`src/rtl/key_event_decoder.sv`:
```
// Turns a debounced active-low key level into registered press, release,
// long-press and auto-repeat pulses, a held level and a wrapping press count.
module key_event_decoder #(
    parameter int LONG_CYCLES   = 16,
    parameter int REPEAT_CYCLES = 4,
    parameter int CNT_W         = 8
) (
    input  logic       clk_i,
    input  logic       reset_i,
    input  logic       key_n_i,
    output logic       press_o,
    output logic       release_o,
    output logic       long_press_o,
    output logic       repeat_o,
    output logic       held_o,
    output logic [7:0] press_count_o
);

    typedef enum logic [1:0] {
        IDLE    = 2'd0,
        PRESSED = 2'd1,
        LONG    = 2'd2
    } state_e;

    localparam logic [CNT_W-1:0] LONG_C   = CNT_W'(LONG_CYCLES);
    localparam logic [CNT_W-1:0] REPEAT_C = CNT_W'(REPEAT_CYCLES);
    localparam logic [CNT_W-1:0] ONE      = CNT_W'(1);

    state_e           state_q, state_d;
    logic [CNT_W-1:0] cnt_q, cnt_d;
    logic             press_q, press_d;
    logic             release_q, release_d;
    logic             long_q, long_d;
    logic             repeat_q, repeat_d;
    logic             held_q, held_d;
    logic [7:0]       count_q, count_d;

    always_comb begin
        state_d   = state_q;
        cnt_d     = cnt_q;
        press_d   = 1'b0;
        release_d = 1'b0;
        long_d    = 1'b0;
        repeat_d  = 1'b0;
        count_d   = count_q;
        unique case (state_q)
            IDLE: begin
                if (!key_n_i) begin
                    state_d = PRESSED;
                    cnt_d   = ONE;
                    press_d = 1'b1;
                    count_d = count_q + 8'd1;
                end
            end
            PRESSED: begin
                // A high sample always releases, even on the long-press edge.
                if (key_n_i) begin
                    state_d   = IDLE;
                    release_d = 1'b1;
                end else if (cnt_q == LONG_C) begin
                    state_d = LONG;
                    long_d  = 1'b1;
                    cnt_d   = ONE;
                end else begin
                    cnt_d = cnt_q + ONE;
                end
            end
            LONG: begin
                if (key_n_i) begin
                    state_d   = IDLE;
                    release_d = 1'b1;
                end else if (cnt_q == REPEAT_C) begin
                    repeat_d = 1'b1;
                    cnt_d    = ONE;
                end else begin
                    cnt_d = cnt_q + ONE;
                end
            end
            default: begin
                state_d = IDLE;
                cnt_d   = '0;
            end
        endcase
        held_d = (state_d != IDLE);
    end

    always_ff @(posedge clk_i) begin
        if (reset_i) begin
            state_q   <= IDLE;
            cnt_q     <= '0;
            press_q   <= 1'b0;
            release_q <= 1'b0;
            long_q    <= 1'b0;
            repeat_q  <= 1'b0;
            held_q    <= 1'b0;
            count_q   <= 8'd0;
        end else begin
            state_q   <= state_d;
            cnt_q     <= cnt_d;
            press_q   <= press_d;
            release_q <= release_d;
            long_q    <= long_d;
            repeat_q  <= repeat_d;
            held_q    <= held_d;
            count_q   <= count_d;
        end
    end

    assign press_o       = press_q;
    assign release_o     = release_q;
    assign long_press_o  = long_q;
    assign repeat_o      = repeat_q;
    assign held_o        = held_q;
    assign press_count_o = count_q;

endmodule

```
`config.mk`:
```
export PLATFORM = sky130hd
export DESIGN_NAME = key_event_decoder
export DESIGN_NICKNAME = d
export VERILOG_FILES = /design/src/rtl/key_event_decoder.sv
export SDC_FILE = /design/constraint.sdc
export NUM_CORES = 1
export LEC_CHECK = 0
export ABC_CLOCK_PERIOD_IN_PS = 3970
export CORE_MARGIN = 1.5
export CORE_UTILIZATION = 55
export CTS_CLUSTER_DIAMETER = 200
export DETAILED_ROUTE_END_ITERATION = 12
export PLACE_DENSITY = 0.83
export SLEW_MARGIN = 30
export SYNTH_ARGS = -nofsm -noshare
export SYNTH_HDL_FRONTEND = slang
export SYNTH_SLANG_ARGS = --single-unit
```
`constraint.sdc`:
```
create_clock -name clk_i -period 3.97 [get_ports clk_i]
set_input_delay 1.191 -clock clk_i [delete_from_list [all_inputs] [get_ports clk_i]]
set_output_delay 1.191 -clock clk_i [all_outputs]
set_load 0.005 [all_outputs]
```
-- Word-level counts from Yosys, hierarchy flattened
Cells that the tools add are included.
- add/subtract/negate cells: 2
- equal/unequal tests: 7
- bitwise logic cells: 5
- multiplexer cells: 15
- reduce and logical (&&, ||, !) cells: 9
- operators by type and width (kind ; number):
    2-to-1 mux 8 bit ; 5
    one-hot mux 8 bit (3 select lines) ; 1
    adder 8 x 1 -> 8 bit, second input constant ; 2
    == test 8 x 3 -> 1 bit, second input constant ; 1
    == test 8 x 5 -> 1 bit, second input constant ; 1
    2-to-1 mux 2 bit ; 4
    != test 2 bit, second input constant ; 3
    one-hot mux 2 bit (3 select lines) ; 1
    OR reduction 2 bit ; 3
    OR reduction 3 bit ; 2
    NOT 1 bit ; 5
    2-to-1 mux 1 bit ; 4
    AND reduction 3 bit ; 1
    == test 2 x 1 -> 1 bit, second input constant ; 1
    == test 2 bit, second input constant ; 1
    zero test 2 bit ; 1
    AND reduction 2 bit ; 1
    nonzero test 2 bit ; 1
- bits in registers: 23
- output and inout port bits: 13
- word-level logic and storage cells: 46
- input bits: 3

-- Depth between registers and ports, before layout
Gate-level depths: netlist of run 1.
- depth in word-level cells: 5
- depth in mapped cells: 7
- depth with buffers taken out: 6

-- Least setup slack after synthesis of run 1
Ideal clock, no wire load.
- path type: input port to flip-flop
- start point: input port key_n_i
- end point: register held_q, in the netlist held_o
- data arrival time: 2.017 ns
- stages: 5
- setup slack: 1.858 ns
- required time: 3.874 ns
- cell sequence: buf_2 > nor2b_1 > a2111oi_0 > o21ai_0 > o41ai_2
- longest elaborated chain between the ends: 3
- RTL lines (what ; RTL line ; source):
    from (decl) ; 10 ; input logic key_n_i,
    2-to-1 mux 2 bit, on equally long branches ; 69, 48, 57 ;
    one-hot mux 2 bit (3 select lines) (*) ; 46 ; unique case (state_q)
    nonzero test 2 bit (*) ; 84 ; held_d = (state_d != IDLE);
    to (signal assigned) ; 104 ; held_q <= held_d;
    to (decl) ; 35 ; logic held_q, held_d;
Every way passes the cells marked *; elsewhere a longest branch is shown, timed or not.
A chain may end at the register's enable or synchronous reset.

-- Worst setup path in the final report of run 1
- start point: register count_q[3], in the netlist press_count_o[3]
- end point: output port press_count_o[3]
- RTL lines (what ; RTL line ; source):
    from (decl) ; 36 ; logic [7:0] count_q, count_d;
    from (signal assigned) ; 105 ; count_q <= count_d;
    to (decl) ; 16 ; output logic [7:0] press_count_o
No word-level cell between the ends.

==> results of run 1 <==
==> cell usage after synthesis (2+ instances only) <==
cell type,count
a21oi_1,5
nand2b_1,2
o21ai_0,2
nor4_1,3
buf_2,2
clkbuf_1,2
dfxtp_1,23
inv_1,8
ha_1,7
buf_6,2
xor2_1,3
o41ai_2,2
or3_1,2
xnor2_1,4
a21oi_2,2
nand2_1,13
nand4_1,7
nor2_1,16
a31oi_1,2
nand3_1,6
nor2b_1,4
o211ai_1,2
a41oi_4,2
nand3b_1,2
nor3_2,4
nor3_1,4
==> routing by layer <==
layer	GRT usage, %	vias to the layer above
met5	0	-
met4	10.09	0
met3	2.586	5
met2	31.01	17
met1	29.42	497
li1	-	539
==> flip-flops by register name (all words and copies together) (netlist names) <==
| name | flops |
|---|---|
| repeat_o | 1 |
| long_press_o | 1 |
| cnt_q | 8 |
| press_count_o | 8 |
| held_o | 1 |
| state_q | 2 |
| release_o | 1 |
| press_o | 1 |
==> final cells by class <==
cell class                      count  share of cell area [%]
Multi-Input combinational cell    107                   52.15
Sequential cell                    23                   31.00
Timing Repair Buffer               16                   10.62
Tap cell                           28                   2.359
Inverter                            8                   2.022
Clock buffer                        3                   1.516
Clock inverter                      1                  0.3370
==> path summary, 6_finish.rpt <==
path                                          to        startpoint  depth (start not counted)
worst max-delay path            press_count_o[3]  press_count_o[3]                          1
worst min-delay path            press_count_o[1]  press_count_o[1]                          2
worst min register to register  press_count_o[1]  press_count_o[1]                          2
worst max register to register          cnt_q[6]        state_q[0]                          6
==> power groups by stage <==
| stage | combinational (uW) | clock, uW | sequential, uW |
|---|---|---|---|
| after floorplan | 47.5 | 0 | 249 |
| after global placement | 64.3 | 0 | 249 |
| after detailed placement | 67.0 | 0 | 249 |
| after CTS | 67.3 | 112 | 244 |
| after global routing | 74.8 | 119 | 245 |
| final | 67.1 | 108 | 244 |
==> logic make-up after synthesis <==
group,Yosys count,synth area share [%]
AOI/OAI and AO/OA,23,17.16
DFF,23,35.08
xor gates and xnor gates,7,4.671
buffers and inverters,15,5.911
adders and majority gates,7,6.673
and+or+nand+nor,70,30.51
==> stage by stage <==
step	util [%]	cell area, um2	total power (uW)	instances
floorplan	-	1313	296.4	145
global placement	65.27	1458	313.3	182
detailed placement	65.27	1458	316.4	182
CTS	66.50	1485	423.2	186
global route	66.50	1485	438.7	186
finish	66.50	1485	419.1	186
==> key figures, run 1 <==
Pwr
  – Worst vdd ir: 0.2160 mV
  – P_leak: 0.0005199 uW
  – Clk pwr share: 25.7%
  – Pwr per Cell Area: 282.2 nW/um2
  – Int Pwr: 303.5 uW
  – Switching Power: 115.6 uW
  – Sw Share: 27.58%
  – Reg power frac: 58.3%
  – Comb pwr share: 16.0%

Yosys
  – Syn Std Cell Area: 1313 um2
  – Mean area per synthesized cell: 9.052 um2
  – Yosys warnings: 0
  – Number of synthesized flops with an enable pin: 0
  – Post-synthesis net count: 155
  – Ys async rst share: 0%
  – Synthesized instance count: 145
  – Leading post-synthesis cells by cell area: dfxtp_1 35%, ha_1 6.7%, nor2_1 4.6%, a41oi_4 4.2%, nand2_1 3.7%
  – Synth top area share: 35.08%
  – Sequential fraction of the synthesis area: 35.08%
  – Yosys top cell by area: dfxtp_1
  – #FFs+latches synth: 23
  – Post-synth cell types: 40
  – Top FF cell, synth: dfxtp_1

Clock network
  – Post-CTS sizing: 0
  – Clock Sinks: 23
  – Worst-Skew Late Latency: 0.31 ns
  – CTS H-tree lvls: 1
  – Root Driver: clkbuf_4
  – CTS tree: done
  – Clock Pin Slew Worst Setup and Hold Paths: 0.12 ns
  – Post-CTS Setup Inserts: 0
  – Inserted Clock Buffers: 3
  – Clock Path Buffers: 2
  – Hold buffers post-CTS: 0

Die
  – Initial Utilization: 58.77%
  – I/O pin cnt: 16
  – Site row count: 17
  – Die ar.: 2688 um2
  – Core area: 2233 um2
  – Die X: 51.85 um
  – Vert. Die Dim: 51.85 um

Worst setup path
  – Arrival time worst endpoint: 1.32 ns
  – CP max stage cell: clkdlybuf4s50_1
  – Buf/Inv on CP: 1
  – Worst path required time: 2.78 ns
  – Crit-path cells: clkdlybuf4s50_1
  – Setup slack, reg-to-reg: 2.12 ns
  – CP top delay family: buffers and inverters
  – Crit path kind: flip-flop to primary output
  – Endpoint class of the critical path: primary output
  – CP startpoint kind: flip-flop
  – CP peak stage delay: 0.55 ns
  – Crit-path max FO: 7

Finish
  – Synthesis-to-finish area growth: 13.16%
  – Layout cells sized above 1: 12.03%
  – Sequential cell area: 460.4 um2
  – # nets final: 169
  – Most frequent cells in the layout: 23 x dfxtp_1, 16 x nor2_1, 15 x clkdlybuf4s50_1, 13 x nand2_1, 8 x inv_1
  – Ant diodes: 0
  – Commonest non-fill, non-tap cell in the layout: dfxtp_1
  – Area occupied by multi-input gates: 774.5 um2
  – Fillers: 195

STA
  – Measured slew at the worst slew-check pin: 0.4618 ns
  – Final Hold Viols: 0
  – RSZ-0062 raised after global routing: false
  – Fin Setup TNS: 0 ns
  – Layout Skew: 0.008030 ns
  – Max-slew violation count: 0
  – Final setup fails: 0
  – Slew margin rel.: 69.15%
  – Setup ws final: 1.463 ns
  – Peak Freq: 398.9 MHz
  – Final hold slack: 0.5094 ns
  – Fin crit share: 63.15%
  – Tmin final: 2.507 ns

Placed design
  – Post-Place Worst Slack: 1.183 ns
  – PortBufs: 15
  – Dpl hpwl: 1.787 mm
  – Routability Congestion: 0.7716

Drt
  – Via count: 1058
  – Detailed Route Iter0 Violations: 17
  – Routed length per instance: 13.05 um
  – Post-Route WL: 2.427 mm
  – WL met1: 1.226 mm
  – Max layer used: met4
  – Drt first pass iters: 4
  – Met3 WL: 51 um
  – Via/cell ratio: 5.688
  – DRC violation count after routing: 0
  – Final ANT Viol Nets: 0
  – DR WL met2: 1.113 mm

GRT
  – First-pass GRT wire length: 4.222 mm
  – Largest net degree at the start of global routing: 25
  – Initial antenna violation count: 0
  – Total track usage: 20.78%
  – Total grt overflow: 0
  – Vias in the first global route: 952

Job
  – Max-cap violations: 0

Status
  – Status: complete, no violations

Hold path
  – Hold Path Class: flip-flop to flip-flop
(Power assumes the default switching activity.)
==> inputs of run 2 (changes only) <==
--- a/config.mk
+++ b/config.mk
@@ -5,12 +5,12 @@
 export SDC_FILE = /design/constraint.sdc
 export NUM_CORES = 1
 export LEC_CHECK = 0
-export ABC_CLOCK_PERIOD_IN_PS = 3970
+export ABC_CLOCK_PERIOD_IN_PS = 2200
 export CORE_MARGIN = 1.5
-export CORE_UTILIZATION = 55
+export CORE_UTILIZATION = 49
 export CTS_CLUSTER_DIAMETER = 200
 export DETAILED_ROUTE_END_ITERATION = 12
-export PLACE_DENSITY = 0.83
+export PLACE_DENSITY = 0.78
 export SLEW_MARGIN = 30
 export SYNTH_ARGS = -nofsm -noshare
 export SYNTH_HDL_FRONTEND = slang
==> constraint.sdc (replaced) <==
create_clock -name clk_i -period 2.2 [get_ports clk_i]
set_input_delay 0.66 -clock clk_i [delete_from_list [all_inputs] [get_ports clk_i]]
set_output_delay 0.66 -clock clk_i [all_outputs]
set_load 0.005 [all_outputs]
==> key figures, run 2 (same netlist as run 1, synthesis figures left out) <==
STA
  – Peak Freq: 517.3 MHz
  – Setup ws final: 0.2668 ns
  – Layout Skew: 0.001255 ns
  – Slew margin rel.: 73.03%
  – Tmin final: 1.933 ns
  – Fin crit share: 87.88%
  – Final setup fails: 0
  – Final Hold Viols: 0
  – Max-slew violation count: 0
  – Measured slew at the worst slew-check pin: 0.4032 ns
  – Fin Setup TNS: 0 ns
  – RSZ-0062 raised after global routing: false

Finish
  – Final Cell Area: 1509 um2
  – Ant diodes: 0
  – Core Util, Final: 60.36%
  – Commonest non-fill, non-tap cell in the layout: dfxtp_1
  – Most frequent cells in the layout: 23 x dfxtp_1, 16 x nor2_1, 15 x clkdlybuf4s50_1, 13 x nand2_1, 8 x inv_1
  – Layout cells sized above 1: 13.04%
  – Fillers: 223
  – # nets final: 172
  – Synthesis-to-finish area growth: 14.97%

GRT
  – First-pass GRT wire length: 4.202 mm
  – Total track usage: 19.49%
  – Vias in the first global route: 973
  – Largest net degree at the start of global routing: 24
  – Total grt overflow: 0
  – Initial antenna violation count: 0

Die
  – Die ar.: 2998 um2
  – Site row count: 18
  – Vert. Die Dim: 54.76 um
  – Initial Utilization: 52.50%
  – I/O pin cnt: 16
  – Die X: 54.76 um
  – Core area: 2500 um2

Clock network
  – Clock Sinks: 23
  – Clock Path Buffers: 2
  – CTS H-tree lvls: 1
  – CTS tree: done
  – Post-CTS sizing: 0
  – Hold buffers post-CTS: 0
  – Worst-Skew Late Latency: 0.30 ns
  – Root Driver: clkbuf_4
  – Post-CTS Setup Inserts: 0
  – Clock Pin Slew Worst Setup and Hold Paths: 0.12 ns
  – Inserted Clock Buffers: 3

Pwr
  – Clk pwr share: 24.9%
  – Total chip power: 756.5 uW
  – Sw Share: 26.55%
  – Comb pwr share: 16.8%
  – Switching Power: 200.9 uW
  – Pwr per Cell Area: 501.3 nW/um2
  – Worst vdd ir: 0.3628 mV
  – P_leak: 0.0005318 uW
  – Reg power frac: 58.3%
  – Int Pwr: 555.6 uW

Drt
  – Final ANT Viol Nets: 0
  – Detailed Route Iter0 Violations: 24
  – DRC violation count after routing: 0
  – Via/cell ratio: 5.628
  – Drt first pass iters: 4
  – Post-Route WL: 2.506 mm
  – Routed length per instance: 13.12 um
  – Via count: 1075

Placed design
  – Routability Congestion: 0.8137
  – PortBufs: 15
  – Post-Place Worst Slack: 0.05701 ns
  – Dpl hpwl: 1.856 mm
  – Cell Area, Placed: 1483 um2

Worst setup path
  – R2R cell count: 7
  – Endpoint class of the critical path: primary output
  – Reg2reg end: cnt_q[4]
  – CP startpoint kind: flip-flop
  – CP top delay family: buffers and inverters
  – CP max stage cell: clkdlybuf4s50_1
  – Crit path kind: flip-flop to primary output
  – Arrival time worst endpoint: 1.27 ns
  – Buf/Inv on CP: 1
  – CP peak stage delay: 0.53 ns
  – Setup slack, reg-to-reg: 0.38 ns
  – Worst path required time: 1.54 ns
  – Reg2reg start: state_q[0]
  – Crit-path max FO: 7
  – Crit-path cells: clkdlybuf4s50_1

Status
  – Status: complete, no violations

Hold path
  – Hold Path Class: flip-flop to flip-flop
  – Hold Path End: press_count_o[1]
  – Hold path cells: 2
  – Worst Hold Launch: press_count_o[1]

Job
  – Max-cap violations: 0
==> run 2: cell count changes in the layout (fill, tap and decap cells not counted) <==
cell      change
buf_4         +3
clkbuf_1      +1
clkinv_2      -1
==> run 2: worst max-delay path by stage <==
stage                           startpoint               end  slack [ns]  depth (start not counted)
after detailed placement           key_n_i          cnt_q[1]        0.06                          5
final                     press_count_o[3]  press_count_o[3]        0.27                          1
after global routing      press_count_o[3]  press_count_o[3]        0.18                          1
after CTS                 press_count_o[3]  press_count_o[3]        0.26                          1
after global placement             key_n_i            held_o        0.12                          5
after floorplan                 state_q[0]          cnt_q[7]        0.56                          6
==> run 2: cell type report <==
type / instances / area (um2) / area share, %
inverter: 8 / 30.03 / 1.990
multi-input combinational: 107 / 774.5 / 51.33
tap: 30 / 37.54 / 2.488
timing repair buffer: 19 / 180.2 / 11.94
sequential: 23 / 460.4 / 30.51
clock buffer: 4 / 26.28 / 1.741
==> run 2: power groups by stage <==
stage	sequential [uW]	clock [uW]	combinational (uW)
after floorplan	449	0	85.7
after global placement	449	0	123
after detailed placement	450	0	127
after CTS	441	197	128
after global routing	443	210	143
final	441	188	127
==> run 2: through the flow <==
step / hold WS [ns] / cells
finish: 0.5163 / 191
global route: 0.5477 / 191
CTS: 0.5208 / 191
detailed placement: 0.5036 / 187
global placement: 0.4821 / 187
floorplan: 0.4745 / 145
==> run 2: metal layers <==
layer	wire length, um	track usage [%]	up-vias	share of wire (%)
met5	0	0	-	0
li1	-	-	550	-
met2	1209	31.75	19	48
met4	16	9.167	0	0.64
met1	1200	24.92	504	48
met3	80	3.005	2	3.2
